--- src/rtl/pwm_pkg.sv ---
// Shared definitions for the PWM generator / capture pair.
//   PWM_W              default field width of a PWM word
//   PERIOD_HI/LO       bit slice of the {period-1} field in a PWM word
//   DUTY_HI/LO         bit slice of the {high-1} field in a PWM word
//   pwm_state_e        capture FSM state encoding
package pwm_pkg;

  localparam int PWM_W     = 8;

  localparam int PERIOD_HI = 2*PWM_W - 1;
  localparam int PERIOD_LO = PWM_W;
  localparam int DUTY_HI   = PWM_W - 1;
  localparam int DUTY_LO   = 0;

  typedef enum logic [0:0] {
    IDLE    = 1'b0,
    MEASURE = 1'b1
  } pwm_state_e;

  // Plain constants for modules that keep the state in a logic vector.
  localparam logic [0:0] ST_IDLE    = IDLE;
  localparam logic [0:0] ST_MEASURE = MEASURE;

endpackage

--- src/rtl/pwm_capture_if.sv ---
// Signal bundle between a PWM source and the capture block.
//   pwm_in       PWM line (may be asynchronous to the capture clock)
//   pwm_word     {period-1, high-1} of the last complete period
//   word_valid   1-cycle pulse when pwm_word updates
//   timeout      1-cycle pulse when no rising edge arrives in 2**WIDTH cycles
//   stuck_level  synchronized line level at the last timeout
// master: drives the line and observes results; slave: the capture block.
interface pwm_capture_if
  import pwm_pkg::*;
#(
  parameter int WIDTH = PWM_W
) ();

  logic                 pwm_in;
  logic [2*WIDTH-1:0]   pwm_word;
  logic                 word_valid;
  logic                 timeout;
  logic                 stuck_level;

  modport master (
    output pwm_in,
    input  pwm_word,
    input  word_valid,
    input  timeout,
    input  stuck_level
  );

  modport slave (
    input  pwm_in,
    output pwm_word,
    output word_valid,
    output timeout,
    output stuck_level
  );

endinterface

--- src/rtl/pwm_sync_edge.sv ---
// Synchronizer and rising-edge detector for the PWM line.
//   clk      system clock
//   reset    synchronous, active-high reset (clears every flop)
//   d        raw, possibly asynchronous input
//   lvl      synchronized level (output of the last sync flop)
//   rise     high for one cycle when lvl goes 0 -> 1
// SYNC_STAGES must be at least 2.
module pwm_sync_edge #(
  parameter int SYNC_STAGES = 2
) (
  input  logic clk,
  input  logic reset,
  input  logic d,
  output logic lvl,
  output logic rise
);

  logic [SYNC_STAGES-1:0] sync_q;
  logic                   lvl_d;

  always_ff @(posedge clk) begin
    if (reset) begin
      sync_q <= '0;
      lvl_d  <= 1'b0;
    end else begin
      sync_q <= {sync_q[SYNC_STAGES-2:0], d};
      lvl_d  <= lvl;
    end
  end

  assign lvl  = sync_q[SYNC_STAGES-1];
  assign rise = lvl & ~lvl_d;

endmodule

--- src/rtl/pwm_capture.sv ---
// PWM capture: measures period and high time of the incoming PWM line and
// publishes them as {period-1, high-1}, the same layout the generator takes.
//   clk          system clock
//   reset        synchronous, active-high reset
//   bus          pwm_capture_if.slave: pwm_in in; pwm_word, word_valid,
//                timeout, stuck_level out
//
// state   | meaning
// --------+----------------------------------------------------------------
// IDLE    | no reference edge yet; waiting for a rise to start measuring
// MEASURE | counting the period that began at the last rise
module pwm_capture
  import pwm_pkg::*;
#(
  parameter int WIDTH       = PWM_W,
  parameter int SYNC_STAGES = 2
) (
  input  logic           clk,
  input  logic           reset,
  pwm_capture_if.slave   bus
);

  localparam logic [WIDTH:0] CNT_ONE = (WIDTH+1)'(1);
  localparam logic [WIDTH:0] CNT_MAX = {1'b1, {WIDTH{1'b0}}};

  logic             lvl;
  logic             rise;
  logic [0:0]       state;
  logic [WIDTH:0]   period_cnt;
  logic [WIDTH:0]   high_cnt;
  logic [WIDTH-1:0] period_field;
  logic [WIDTH-1:0] high_field;

  pwm_sync_edge #(
    .SYNC_STAGES (SYNC_STAGES)
  ) u_sync (
    .clk   (clk),
    .reset (reset),
    .d     (bus.pwm_in),
    .lvl   (lvl),
    .rise  (rise)
  );

  // A full 2**WIDTH period counts to CNT_MAX; minus one it fits WIDTH bits
  // as all-ones, so truncation is exact for every legal period.
  assign period_field = WIDTH'(period_cnt - CNT_ONE);
  assign high_field   = WIDTH'(high_cnt - CNT_ONE);

  always_ff @(posedge clk) begin
    if (reset) begin
      state           <= ST_IDLE;
      period_cnt      <= '0;
      high_cnt        <= '0;
      bus.pwm_word    <= '0;
      bus.word_valid  <= 1'b0;
      bus.timeout     <= 1'b0;
      bus.stuck_level <= 1'b0;
    end else begin
      bus.word_valid <= 1'b0;
      bus.timeout    <= 1'b0;

      case (state)
        ST_IDLE: begin
          // The partial period before the first edge is never published.
          if (rise) begin
            period_cnt <= CNT_ONE;
            high_cnt   <= CNT_ONE;
            state      <= ST_MEASURE;
          end
        end

        ST_MEASURE: begin
          if (rise) begin
            // A rise exactly at CNT_MAX is still a legal full-length period.
            bus.pwm_word   <= {period_field, high_field};
            bus.word_valid <= 1'b1;
            period_cnt     <= CNT_ONE;
            high_cnt       <= CNT_ONE;
          end else if (period_cnt == CNT_MAX) begin
            bus.timeout     <= 1'b1;
            bus.stuck_level <= lvl;
            state           <= ST_IDLE;
          end else begin
            // Every high cycle counts, glitches included.
            period_cnt <= period_cnt + CNT_ONE;
            high_cnt   <= high_cnt + {{WIDTH{1'b0}}, lvl};
          end
        end

        default: state <= ST_IDLE;
      endcase
    end
  end

endmodule

--- src/flat_wrapper.sv ---
// flat-port wrapper written by rule: the top's interface ports become plain ports
module pwm_capture_flat import pwm_pkg::*;
#(
  parameter int WIDTH       = PWM_W,
  parameter int SYNC_STAGES = 2
)
  (clk, reset, bus_pwm_in, bus_pwm_word, bus_word_valid, bus_timeout, bus_stuck_level);
  pwm_capture_if #(.WIDTH(WIDTH)) bus_i ();
  input  logic clk;
  input  logic reset;
  input wire logic [$bits(bus_i.pwm_in)-1:0] bus_pwm_in;
  output wire logic [$bits(bus_i.pwm_word)-1:0] bus_pwm_word;
  output wire logic [$bits(bus_i.word_valid)-1:0] bus_word_valid;
  output wire logic [$bits(bus_i.timeout)-1:0] bus_timeout;
  output wire logic [$bits(bus_i.stuck_level)-1:0] bus_stuck_level;
  assign bus_i.pwm_in = bus_pwm_in;
  assign bus_pwm_word = bus_i.pwm_word;
  assign bus_word_valid = bus_i.word_valid;
  assign bus_timeout = bus_i.timeout;
  assign bus_stuck_level = bus_i.stuck_level;
  pwm_capture #(.WIDTH(WIDTH), .SYNC_STAGES(SYNC_STAGES)) u_core (.clk(clk), .reset(reset), .bus(bus_i));
endmodule
--- config.mk ---
export PLATFORM = sky130hd
export DESIGN_NAME = pwm_capture_flat
export DESIGN_NICKNAME = d
export VERILOG_FILES = /design/src/rtl/pwm_pkg.sv /design/src/rtl/pwm_capture_if.sv /design/src/rtl/pwm_sync_edge.sv /design/src/rtl/pwm_capture.sv /design/src/flat_wrapper.sv
export SDC_FILE = /design/constraint.sdc
export NUM_CORES = 1
export LEC_CHECK = 0
export ABC_AREA = 1
export ABC_CLOCK_PERIOD_IN_PS = 2600
export BUFFER_PORTS_ARGS = -buffer_cell sky130_fd_sc_hd__buf_2
export CAP_MARGIN = 30
export CORE_ASPECT_RATIO = 1.75
export CORE_MARGIN = 2
export CORE_UTILIZATION = 41
export DETAILED_ROUTE_END_ITERATION = 8
export GPL_TIMING_DRIVEN = 0
export PLACE_DENSITY_LB_ADDON = 0.12
export SYNTH_ARGS = -nofsm -noshare
export SYNTH_HDL_FRONTEND = slang
export SYNTH_SLANG_ARGS = --single-unit
--- constraint.sdc ---
create_clock -name clk -period 2.6 [get_ports clk]
set_clock_uncertainty 0.05 [all_clocks]
set_input_delay 0.52 -clock clk [delete_from_list [all_inputs] [get_ports clk]]
set_output_delay 0.52 -clock clk [all_outputs]
set_load 0.02 [all_outputs]
After elaboration in Yosys (flattened, before gate mapping)
Index checks and enable logic that the tools add are counted.
- bits in registers: 41
- add/sub/neg operators: 4
- equal/unequal tests: 3
- muxes and demuxes: 12
- bitwise logic cells: 4
- reduce and logical (&&, ||, !) cells: 5
- operators with widths (kind ; number):
    9-bit 2-to-1 mux ; 5
    9-bit case mux with 2 select lines ; 2
    8-bit by 1-bit subtractor with 8-bit output, second input constant ; 2
    9-bit by 1-bit adder with 9-bit output ; 1
    9-bit by 1-bit adder with 9-bit output, second input constant ; 1
    9-bit == test, second input constant ; 1
    1-bit 2-to-1 mux ; 4
    2-bit AND reduction ; 2
    3-bit by 2-bit inequality test with 1-bit output, second input constant ; 1
    1-bit inverter ; 3
    3-bit AND reduction ; 1
    3-bit OR reduction ; 1
    2-bit by 1-bit inequality test with 1-bit output, second input constant ; 1
    1-bit case mux with 2 select lines ; 1
    2-bit OR reduction ; 1
    1-bit bitwise AND ; 1

Logic depth before layout (Yosys ltp)
Gate-level depths: netlist (run 1).
- depth after elaboration: 4
- mapped depth: 11

By module
A second synthesis (run 1) with hierarchy kept.
- cells, all modules: 318
- area, all modules: 2090.8 µm²
- modules (own cells, without submodules) (module ; instances ; cells an instance ; area an instance (µm²)):
    pwm_capture ; 1 ; 308 ; 2004.4
    pwm_sync_edge ; 1 ; 10 ; 86.3

Least setup slack after synthesis (run 1)
Ideal clock, no wire load.
- path type: register -> register
- from: reg u_core.period_cnt[0]
- to: reg u_core.period_cnt[7]
- data arrival time: 1330 ps
- data required time: 2479 ps
- setup slack: 1149 ps
- cell stages (with the launch flop): 11
- path through: dfxtp_1 inv_1 ha_1 nand2_1 inv_1 nand2_2 nor2_4 nor2_4 buf_4 nand2_1 a21oi_1
- cells in the longest elaborated chain, start to end: 4
- ends and longest elaborated chain (element ; line ; text):
    start: declaration ; pwm_capture.sv:29 ; logic [WIDTH:0] period_cnt;
    start signal: assignment ; pwm_capture.sv:85 ; period_cnt <= period_cnt + CNT_ONE;
    9-bit by 1-bit adder with 9-bit output ; pwm_capture.sv:85 ;
    9-bit 2-to-1 mux ; pwm_capture.sv:79 ; end else if (period_cnt == CNT_MAX) begin
    9-bit 2-to-1 mux ; pwm_capture.sv:73 ; if (rise) begin
    9-bit case mux with 2 select lines ; pwm_capture.sv:62 ; case (state)
Several ways; a longest one is shown, not always the timed one. The select of a mux whose other input is x is not followed.
A chain may end at the register's enable or synchronous reset.

Worst setup path after layout (run 1)
- from: reg u_core.period_cnt[0]
- to: reg u_core.high_cnt[4]
- cells in the longest elaborated chain, start to end: 3
- ends and longest elaborated chain (element ; line ; text):
    9-bit == test ; pwm_capture.sv:79 ;
    3-bit by 2-bit inequality test with 1-bit output (no source line) ; - ;
    2-bit AND reduction (no source line) ; - ;
    end signal: assignment ; pwm_capture.sv:86 ; high_cnt <= high_cnt + {{WIDTH{1'b0}}, lvl};
    end: declaration ; pwm_capture.sv:30 ; logic [WIDTH:0] high_cnt;
Every way passes these cells.

==> results of run 1 <==
[metrics by stage]
step	util [%]	worst slack (ns)
final	48.0	0.871
after global routing	48.0	0.695
after CTS	48.0	0.876
after detailed placement	45.7	0.785
after global placement	45.7	0.788
after floorplan	-	1.15
[layout make-up]
type / instances / area [µm²] / area share [%]
Tap cell: 54 / 67.6 / 2.85
Multi-Input combinational cell: 206 / 1050 / 44.3
Clock inverter: 3 / 42.5 / 1.80
Clock buffer: 5 / 68.8 / 2.91
Buffer: 14 / 70.1 / 2.96
Sequential cell: 40 / 801 / 33.8
Timing Repair Buffer: 20 / 100 / 4.23
Inverter: 45 / 169 / 7.14
[kinds of logic after synthesis]
family          share of synthesized area [%]
fa+ha+maj                                3.59
buf+inv                                  11.4
xor+xnor                                 3.36
compound gates                           14.1
flops                                    38.3
simple gates                             29.1
[worst max-delay path: stages, from the launching register on]
cell and delay [ns]:
dfxtp_1 0.41, inv_1 0.12, ha_1 0.22, nand2_1 0.06, inv_1 0.04, nand2_2 0.11
nor2_4 0.07, nor2_4 0.17, buf_4 0.21, nand2_1 0.07, a21oi_1 0.14
[per-layer routing]
layer / track usage, % / vias up / share of wire (%)
met4: 9.84 / 0 / 3.5
met1: 21.1 / 877 / 42
met2: 34.1 / 28 / 53
met5: 0 / - / 0
met3: 3.02 / 14 / 2.2
li1: - / 1018 / -
[cells in the mapped netlist]
cell | instances | area share, %
nor2_4 | 2 | 1.1
buf_2 | 5 | 1.2
nand4_1 | 5 | 1.5
inv_2 | 1 | 0.18
o21a_1 | 3 | 1.1
nand3_2 | 1 | 0.48
nor2_2 | 1 | 0.30
nand3_1 | 30 | 7.2
nand2_2 | 3 | 0.90
xor2_1 | 7 | 2.9
o21bai_4 | 1 | 0.90
nand2_1 | 61 | 11
a21oi_1 | 25 | 6.0
inv_1 | 44 | 7.9
clkbuf_1 | 7 | 1.3
xnor2_1 | 1 | 0.42
dfxtp_1 | 40 | 38
a31oi_1 | 1 | 0.30
buf_4 | 1 | 0.36
o21bai_1 | 4 | 1.4
o21ai_0 | 17 | 4.1
buf_6 | 1 | 0.54
nor2_1 | 36 | 6.5
o211ai_1 | 1 | 0.36
nor3_1 | 1 | 0.24
ha_1 | 6 | 3.6
[path summary, 6_finish.rpt]
check | depth (start not counted) | startpoint | to
min reg2reg | 2 | u_core.u_sync.sync_q[0] | u_core.u_sync.sync_q[1]
max reg2reg | 10 | u_core.period_cnt[0] | u_core.high_cnt[4]
min | 2 | u_core.u_sync.sync_q[0] | u_core.u_sync.sync_q[1]
max | 10 | u_core.period_cnt[0] | u_core.high_cnt[4]
[power by group through the flow]
stage	logic [µW]	clock network, µW	registers [µW]
final	101	518	630
after global placement	101	0	645
after CTS	102	527	631
after global routing	114	551	632
after floorplan	70.8	0	646
after detailed placement	101	0	645
[flip-flops by register name, indices dropped and copies added (netlist names)]
register	flops
u_core.high_cnt	8
u_core.bus.timeout	1
u_core.bus.pwm_word	16
u_core.state	1
u_core.u_sync.lvl_d	1
u_core.period_cnt	9
u_core.bus.word_valid	1
u_core.u_sync.sync_q	2
u_core.bus.stuck_level	1
==> results.txt, run 1 <==
The run finished with clean final reports. The top achievable clock speed came out at 578 MHz. The die is 98.4 µm tall. The clock-pin slew on the worst setup and hold paths came out at 0.08 ns. The antenna diode count is 0. The first TritonRoute pass finished after 4 iterations.

The part of the total power dissipated in the clock network is 41.5%. In this run the cell area of the synthesized design comes to 0.00209 mm². TritonCTS built the clock tree. Net switching is 24.8% of the power. The setup path with the least slack is of type reg2reg. The clock net in this run drives a total of 40 sinks. The final routed wirelength across all metal layers is 5.02 mm. Sequential cells were found to cover 38.3% of the synthesized design area. Global routing used 19.1% of the available tracks across all layers. The mean number of vias per cell is 5.01. Setup repair after global routing left no endpoint under its margin. The maximum buffer depth of the clock tree is 2. The number of antenna violations at the first check in global routing came to 0.

Across all hold checks on the routed design, the worst slack comes to 0.358 ns. The setup TNS is 0 ns. The port buffer count came out at 20. The final standard cell count with taps included and fillers excluded is 387. Of the total power, combinational logic draws 8.0%. The placed instances occupy a cell area of 0.00226 mm².

The first-pass GRT wire length is 8.34 mm. The floorplan die width came out at 58.0 µm. At the end of routability-driven placement, the weighted congestion stood at 0.867. For this configuration, the core starts out at a cell density of 42.3%.

The count of state elements after synthesis is 40. The total power came out at 1250 µW. Once layout is done, the placed cells without fillers occupy 0.00237 mm².

The die covers 0.00570 mm². Data on the critical path is required at its endpoint by 2.78 ns. Setup violations remaining at the end of the flow were counted as 0.

The quantity of hold-fixing buffers added after cts is 0. Including well taps, the total number of placed cells is 379. Synthesis produced a netlist with a net count of 314. The overall via count from detail_route is 1937. The worst relative slew slack is 69.5%. Summed over all cells, the static leakage comes to 0.00115 µW. Summed over all layers, the global routing overflow is 0.

Data on the critical path arrives at its endpoint at 1.91 ns. Yosys printed 0 warnings. The maximum fanout along the worst path came out at 10.

The number of global-route vias before repair is 1802. The total number of H-tree levels is 2. In this run the power density over the cells is 527 mW/mm². Fill cells in the final layout number 553. Clock tree synthesis inserted a total of 5 buffers. The max-slew violation count came out at 0. The mean instance size in the synthesized netlist came out at 6.85 µm². The number of maximum-capacitance constraint violations came out at 0. The post-route antenna net violation count came out at 0. The final critical path time including I/O delays and setup is 1.73 ns. The largest net degree at the start of global routing came out at 14. The synthesized netlist cell count is 305. The final count of hold timing violations is 0. The worst setup path is launched from a register. The number of standard-cell rows in the floorplan is 34. The setup slack of the worst register-to-register path is 0.87 ns.

STA classifies the critical path endpoint as a register. The first routing iteration left 54 violations. The number of post-CTS setup repair buffers came out at 0. The number of cells upsized or downsized after cts came out at 0.

Across the VDD grid, the largest voltage drop is 396 µV. The transition at the pin with the smallest max-transition slack came out at 0.458 ns. The total number of nets in the final design is 341. Internal power comes to 940 µW. The share of power burned in registers is 50.5%. The detailed-route wire length per cell is 13.0 µm. The power dissipated by switching net loads came out at 309 µW.

The worst hold path belongs to the class reg2reg. The I/O pin count came out at 22. The total area inside the core boundary comes to 0.00493 mm². In the layout the commonest cells are 61 x nand2_1, 44 x inv_1, 40 x dfxtp_1.

For the worst-skew pair, the clock arrives at the later sink with an insertion delay of 0.30 ns. In this run the clock root is driven by a clkbuf_8. The library cell used most frequently in the layout, excluding fill and tap cells, is nand2_1.

The share of layout cells above drive strength 1 came out at 13.2%. In the routed design, unresolved DRC markers number 0. Detailed placement ended at an HPWL of 3.78 mm. The count of different cell masters after synthesis came out at 26. The period utilization came out at 66.5%. The synthesis-to-finish area growth is 13.4%.
(Power assumes the default switching activity.)
==> run 2, diff against run 1 <==
- ABC_CLOCK_PERIOD_IN_PS: 2600 -> 1800
- clock period: 2.6 -> 1.8 ns (I/O delays scaled with it)
==> run 2 against run 1 <==
Effect of this change: non-clock buffer count stayed put; die area stayed put; sequential power is 45% higher; global-route usage stayed put; worst setup slack worse by 0.70 ns; first-iteration DRC count is 7.4% higher; routed wire length is 0.20% higher; cell count stayed put; register-to-register slack worse by 0.70 ns; hold slack worse by 0.14 ns; maximum frequency is 5.8% higher; critical endpoint is now u_core.period_cnt[7]; highest routed layer unchanged.
==> results.txt, run 2 (synthesized netlist as in run 1, its figures left out) <==
The worst-case IR drop observed on VDD is 573 µV. The total number of nets in the final design is 341. The final count of hold timing violations is 0. Clock latency on the worst-skew pair, taken at its later pin, is 0.30 ns. Compared with the post-synthesis result, the final layout area differs by 13.6%. Buffers placed on the I/O ports in this run total 20. The number of flip-flops under the largest register name is 16. The number of global-route vias before repair is 1802. The power share of the combinational group came out at 8.1%. The global-route usage over all layers came out at 19.1%. The power per standard cell area is 762 mW/mm². In this run the worst path has a maximum fanout of 10. The maximum buffer depth of the clock tree came out at 2. The share of layout cells above drive strength 1 came out at 13.5%. The final critical path time including I/O delays and setup is 1.63 ns. The clock-pin slew on the worst setup and hold paths is 0.08 ns. The period utilization is 90.7%. The path type of the worst min-delay path is in2reg.

The transition at the pin with the smallest max-transition slack is 0.473 ns. The number of standard-cell rows in the floorplan is 34. Setup slack on the worst reg-to-reg path comes out at 0.17 ns. The fraction of power spent switching nets came out at 24.9%. The core box area came out at 0.00493 mm². The critical register-to-register path startpoint is u_core.period_cnt[0]. The overall die area is 0.00570 mm². The library cell used most frequently in the layout, excluding fill and tap cells, is nand2_1. The max-slew violation count is 0. The top achievable clock speed is 612 MHz. CTS placed an instance of clkbuf_8 at the clock tree root.

The required time of the critical path came out at 1.97 ns. The endpoint of the lowest-slack register-to-register path is u_core.period_cnt[7]. The post-place instance area is 0.00226 mm². The leakage power summed over all cells came out at 0.00115 µW. The mean number of vias per cell is 5.01.

The routed layout has 1940 vias. The worst setup path is captured at a register. The setup TNS came out at 0 ns. The detailed-route wire length per cell is 13.0 µm. The final routed wirelength across all metal layers is 5.03 mm. The residual overflow from global routing is 0. The largest registers in the layout are u_core.bus.pwm_word (16), u_core.period_cnt (9), u_core.high_cnt (8). The number of antenna violations at the first check in global routing came to 0.

The design internal power came out at 1360 µW. Detailed placement ended at an HPWL of 3.78 mm. Leaving out fill and tap cells, the most frequent cells in the layout are 61 x nand2_1, 44 x inv_1, 39 x dfxtp_1.

The most critical setup path has its startpoint at u_core.period_cnt[0]. The capturing element of the worst setup path is u_core.period_cnt[7]. Per report_power, the clock group accounts for 41.5% of the total. The antenna diode count came out at 0. The starting density of the core is 42.3%. In this run the power spent charging and discharging nets is 449 µW. In this run, CTS created clock tree buffers numbering 5. The total number of H-tree levels came out at 2.

The count of nets left with antenna violations once routing finished came out at 0. The die height is 98.4 µm. The tree built by TritonCTS fans out to 40 sinks. The detailed router finished its first iteration with 58 violations.

The final weighted congestion in routability-driven placement came out at 0.867. The first-pass GRT wire length came out at 8.34 mm. The share of power burned in registers came out at 50.4%. The arrival time reported for the critical path endpoint is 1.81 ns. The design draws 1810 µW. In the routed design, unresolved DRC markers number 0.

The largest net degree at the start of global routing came out at 14. The number of detailed-routing iterations run before antenna repair is 4. After clock tree synthesis, the flow added hold-fix buffers numbering 0. The worst setup path is launched from a register. The final instance area came out at 0.00237 mm². Setup repair after global routing left no endpoint under its margin.

The worst relative slew slack is 68.5%. The number of cells on the worst reg-to-reg path is 10. The flow ran to the end, and the final reports show no timing, DRC or antenna violations. The clock tree from TritonCTS is done. The I/O pin count came out at 22. The setup violation total in the final timing report is 0. The number of maximum-capacitance constraint violations came out at 0. The floorplan die width is 58.0 µm.

The top register by number of flip-flops is u_core.bus.pwm_word. The setup path with the least slack is of type reg2reg.
## run 2: cell types whose count changed in the layout (fill, tap and decap cells not counted)
| cell | change |
|---|---|
| buf_4 | -1 |
| buf_6 | +1 |
| dfxtp_1 | -1 |
| dfxtp_2 | +1 |
## run 2: power by group through the flow
stage | Combinational (µW) | Clock (µW) | Sequential (µW)
after floorplan | 102 | 0 | 933
after global placement | 146 | 0 | 932
after detailed placement | 146 | 0 | 932
after CTS | 147 | 762 | 911
after global routing | 165 | 796 | 914
final | 146 | 750 | 911
## run 2: worst min path at each step
| stage | from | end | slack, ns | cells past startpoint |
|---|---|---|---|---|
| after CTS | bus_pwm_in | u_core.u_sync.sync_q[0] | 0.21 | 3 |
| after detailed placement | u_core.u_sync.sync_q[0] | u_core.u_sync.sync_q[1] | 0.35 | 2 |
| after global routing | bus_pwm_in | u_core.u_sync.sync_q[0] | 0.22 | 3 |
| after floorplan | u_core.u_sync.sync_q[0] | u_core.u_sync.sync_q[1] | 0.34 | 2 |
| after global placement | u_core.u_sync.sync_q[0] | u_core.u_sync.sync_q[1] | 0.34 | 2 |
| final | bus_pwm_in | u_core.u_sync.sync_q[0] | 0.22 | 3 |
## run 2: layer usage
layer | vias up | global-route usage [%] | part of all wire, %
met5 | - | 0 | 0
met1 | 878 | 21.1 | 42
met2 | 29 | 34.1 | 53
met3 | 16 | 3.02 | 2.1
met4 | 0 | 9.84 | 3.6
li1 | 1017 | - | -
## run 2: what timing repair did
item	4_1_cts	5_1_grt
gates resized for setup	0	2
setup buffers	0	0
setup endpoints to repair	0	10
## run 2: cell type report
type | instances | area (µm²)
Multi-Input combinational cell | 206 | 1050
Inverter | 45 | 169
Timing Repair Buffer | 20 | 100
Fill cell | 550 | 2560
Clock inverter | 3 | 42.5
Buffer | 14 | 73.8
Clock buffer | 5 | 68.8
Tap cell | 54 | 67.6
Sequential cell | 40 | 802
## run 2: worst max-delay path, stage by stage (launching register included)
cell and delay (ns):
dfxtp_2 0.37, inv_1 0.09, ha_1 0.21, nand2_1 0.06, inv_1 0.04, nand2_2 0.11, nor2_4 0.07, nor2_4 0.19
buf_6 0.18, nand2_1 0.06, a21oi_1 0.13
## run 2: stage by stage
| step | hold slack [ns] | setup slack, ns | cells | util [%] |
|---|---|---|---|---|
| after floorplan | 0.338 | 0.349 | 305 | - |
| after global placement | 0.340 | 0.0818 | 379 | 45.7 |
| after detailed placement | 0.350 | 0.108 | 379 | 45.7 |
| after CTS | 0.215 | 0.0757 | 387 | 48.0 |
| after global routing | 0.219 | 0.0190 | 387 | 48.1 |
| final | 0.217 | 0.167 | 387 | 48.1 |
==> run 3, diff against run 2 <==
- ABC_AREA: 1 -> unset
- CORE_UTILIZATION: 41 -> 30
==> run 3 against run 2 <==
Effect of this change: area after synthesis fell by 11%; critical path type unchanged; core utilization fell by 12 points; highest routed layer unchanged; largest cell class unchanged; largest power group unchanged; critical endpoint is now u_core.high_cnt[0]; critical path depth fell by 4.
==> results.txt, run 3 <==
Summed over all nets, the switching power comes to 425 µW. The overall via count from detail_route came out at 1533. By area the synthesized netlist is led by dfxtp_1 43%, nor2_1 7.4%, a211oi_1 6.0%, xor2_1 5.6%, xnor2_1 5.2%. For this configuration, the core starts out at a cell density of 30.6%. The setup TNS came out at 0 ns.

The number of detailed-routing iterations run before antenna repair is 4. The required time of the critical path is 1.94 ns. The transition at the pin with the smallest max-transition slack came out at 0.575 ns. In the global route stage, met2 resource usage came out at 26.7%. The number of synthesis warnings is 0. In this run the most critical hold path is launched from bus_pwm_in. Counting flops and latches in the post-synthesis netlist gives 40. The synthesized netlist cell count came out at 201. For the worst setup path, the data arrival time is 1.93 ns. The count of unresolved DRC violations after routing is 0. At the placement stage, the worst setup path has a slack of -0.149 ns.

The highest ir drop seen on vdd came out at 542 µV. The clock period could shrink to 1.79 ns. The multi-input combinational cell area came out at 977 µm². The fill cell total of the finished layout came out at 689. After synthesis, the netlist uses 34 different library cells. The share of layout cells above drive strength 1 is 22.9%. The tightest min-delay check is of the in2reg type. The maximum buffer depth of the clock tree is 2. Setup violations remaining at the end of the flow were counted as 0.

The total number of H-tree levels is 2. met2 is the most crowded layer. Once detail routing completed, the nets flagged for antenna violations numbered 0. Static timing analysis puts the maximum clock frequency at 557 MHz. The largest net degree at the start of global routing is 13. The number of flip-flops under the largest register name came out at 16. The tool flagged a number of max-cap violations equal to 0. The final standard cell count with taps included and fillers excluded is 311.

For this design the ratio of total power to cell area is 805 mW/mm². The number of standard-cell rows in the floorplan is 38. The detailed router's first-iteration violation count is 40. The category of the worst setup path capture point is a register.

The average instance in the mapped netlist occupies 9.28 µm². Synthesis produced a netlist with a net count of 210. The die is 108 µm tall. The clock sink count is 40. The port buffer count came out at 21. Leaving out fill and tap cells, the most frequent cells in the layout are 38 x dfxtp_1, 37 x nor2_1, 23 x buf_2. The clock-pin slew on the worst setup and hold paths is 0.09 ns. The half-perimeter wire length of the detailed placement result is 3.29 mm. The final layout contains routed wiring with a total length of 4.58 mm. The share of flip-flops with an asynchronous set or reset after synthesis is 0%. The part of the total power dissipated in the clock network is 41.7%. From left edge to right edge, the die measures 63.6 µm.

The prevailing post-synth register cell is dfxtp_1. Summed over all instances, the cell type with the most area after synthesis is dfxtp_1. The number of buffers inserted during clock tree synthesis is 5. The die covers 0.00689 mm². The analysis attributes to cell leakage a power of 0.000899 µW. The library cell used most frequently in the layout, excluding fill and tap cells, is dfxtp_1. The largest registers in the layout are u_core.bus.pwm_word (16), u_core.period_cnt (9), u_core.high_cnt (8). Measured against its own limit, the worst slew margin works out to 61.4%. Compared with the post-synthesis result, the final layout area differs by 19.3%.

The root buffer cell is clkbuf_8. Summing every instance area after synthesis gives 0.00186 mm². The number of enable-type register cells in the synthesized netlist came out at 0.

Once routing completed, OpenROAD measured the worst setup slack at 0.00608 ns. The depth of the worst hold-timing path came out at 2. The design internal power came out at 1360 µW. The max-slew violation count came out at 0. The core region is 0.00609 mm². The startpoint identified for the worst register-to-register timing path is u_core.period_cnt[1]. The share of power burned in registers came out at 50.7%. The run finished with clean final reports. The number of antenna violations at the first check in global routing is 0. The mean number of vias per cell is 4.93. The antenna diode count came out at 0. Tracing the worst setup path back leads to its startpoint at u_core.period_cnt[1]. The first global-routing pass estimated 7.49 mm of wire. The most used standard cell by instance count after synthesis is dfxtp_1. More flip-flops sit in one register than any other, and that register is u_core.bus.pwm_word.

The residual overflow from global routing came out at 0. The power share of the combinational group is 7.7%. TritonCTS built the clock tree. The critical path is of the reg2reg type. The number of global-route vias before repair came out at 1537.

For this design the top-level I/O count stands at 22. The final weighted congestion in routability-driven placement is 0.735. The sequential standard cell area is 808 µm². The tightest hold margin came out at 0.225 ns. The period utilization is 99.7%. Setup repair after global routing could not meet its margin everywhere. By count the netlist is led by 40 x dfxtp_1, 37 x nor2_1, 15 x a211oi_1. The area fraction of the dominant cell type after synthesis came out at 43.0%. The quantity of hold-fixing buffers added after cts is 0. The total instance count after detailed placement came out at 302. After detailed routing, the average wire length per cell comes to 14.7 µm. The fraction of power spent switching nets is 23.7%.

The insertion delay to the later sink of the worst-skew pair is 0.30 ns. The maximum fanout along the worst path came out at 7. The final count of hold timing violations is 0. For the worst flop-to-flop path, the logic depth is 6. The sequential-to-total area share from yosys stat came out at 43.0%. The worst setup path is launched from a register.

The global routing met3 resource utilization came out at 2.91%. The global-route usage over all layers is 14.5%. For this run, the post-layout net count is 239. The met1 layer usage reported by global route came out at 14.4%.
run 3: final timing paths:
check / slack (ns) / to
setup / recovery: 0.006 / u_core.high_cnt[0]
hold / removal: 0.23 / u_core.u_sync.sync_q[0]
setup reg to reg: 0.006 / u_core.high_cnt[0]
hold reg to reg: 0.40 / u_core.u_sync.sync_q[1]
run 3: layout make-up:
class	instances	share of cell area, %
multi-input cells	140	44.0
clock buffers	6	3.26
plain buffers	15	3.88
flip-flops and latches	40	36.4
well taps	80	4.50
inverters	5	1.07
repair buffers	23	5.40
clock inverters	2	1.58
run 3: cell families after synthesis:
family,synth area share [%]
and+or+nand+nor,22.1
adders and majority gates,4.03
buffers and inverters,5.57
muxes,1.61
AOI/OAI and AO/OA,12.9
DFF,43.0
xor gates and xnor gates,10.8
run 3: power by group through the flow:
stage | registers (µW) | clock network, µW | logic, µW
2_1_floorplan | 934 | 0 | 86.7
3_3_place_gp | 932 | 0 | 125
3_5_place_dp | 932 | 0 | 126
5_1_grt | 909 | 805 | 154
6_report | 907 | 745 | 137
4_1_cts | 907 | 763 | 141
run 3: routing by layer:
layer  up-vias  wire length (µm)
met5         -                 0
met4         0               209
met3        15               110
met2        23              2520
met1       740              1740
li1        755                 -
run 3: what timing repair did:
action                                  in CTS  in global routing
pin swaps                                    2                  4
buffers inserted                             2                  0
endpoints found under the setup margin       6                 30
gates resized for setup                      9                  9
run 3: per-stage QoR:
stage	instance area, µm²	total power, µW	utilization [%]
floorplan	1860	1020	-
global placement	2070	1060	34.0
detailed placement	2070	1060	34.0
CTS	2220	1810	36.5
global route	2220	1870	36.5
finish	2220	1790	36.5
run 3: worst max-delay path: stages (launching register included):
cell	delay, ns
dfxtp_4	0.36
inv_4	0.06
ha_4	0.12
or4bb_4	0.50
o21ai_4	0.31
mux2i_1	0.22
a21oi_1	0.07
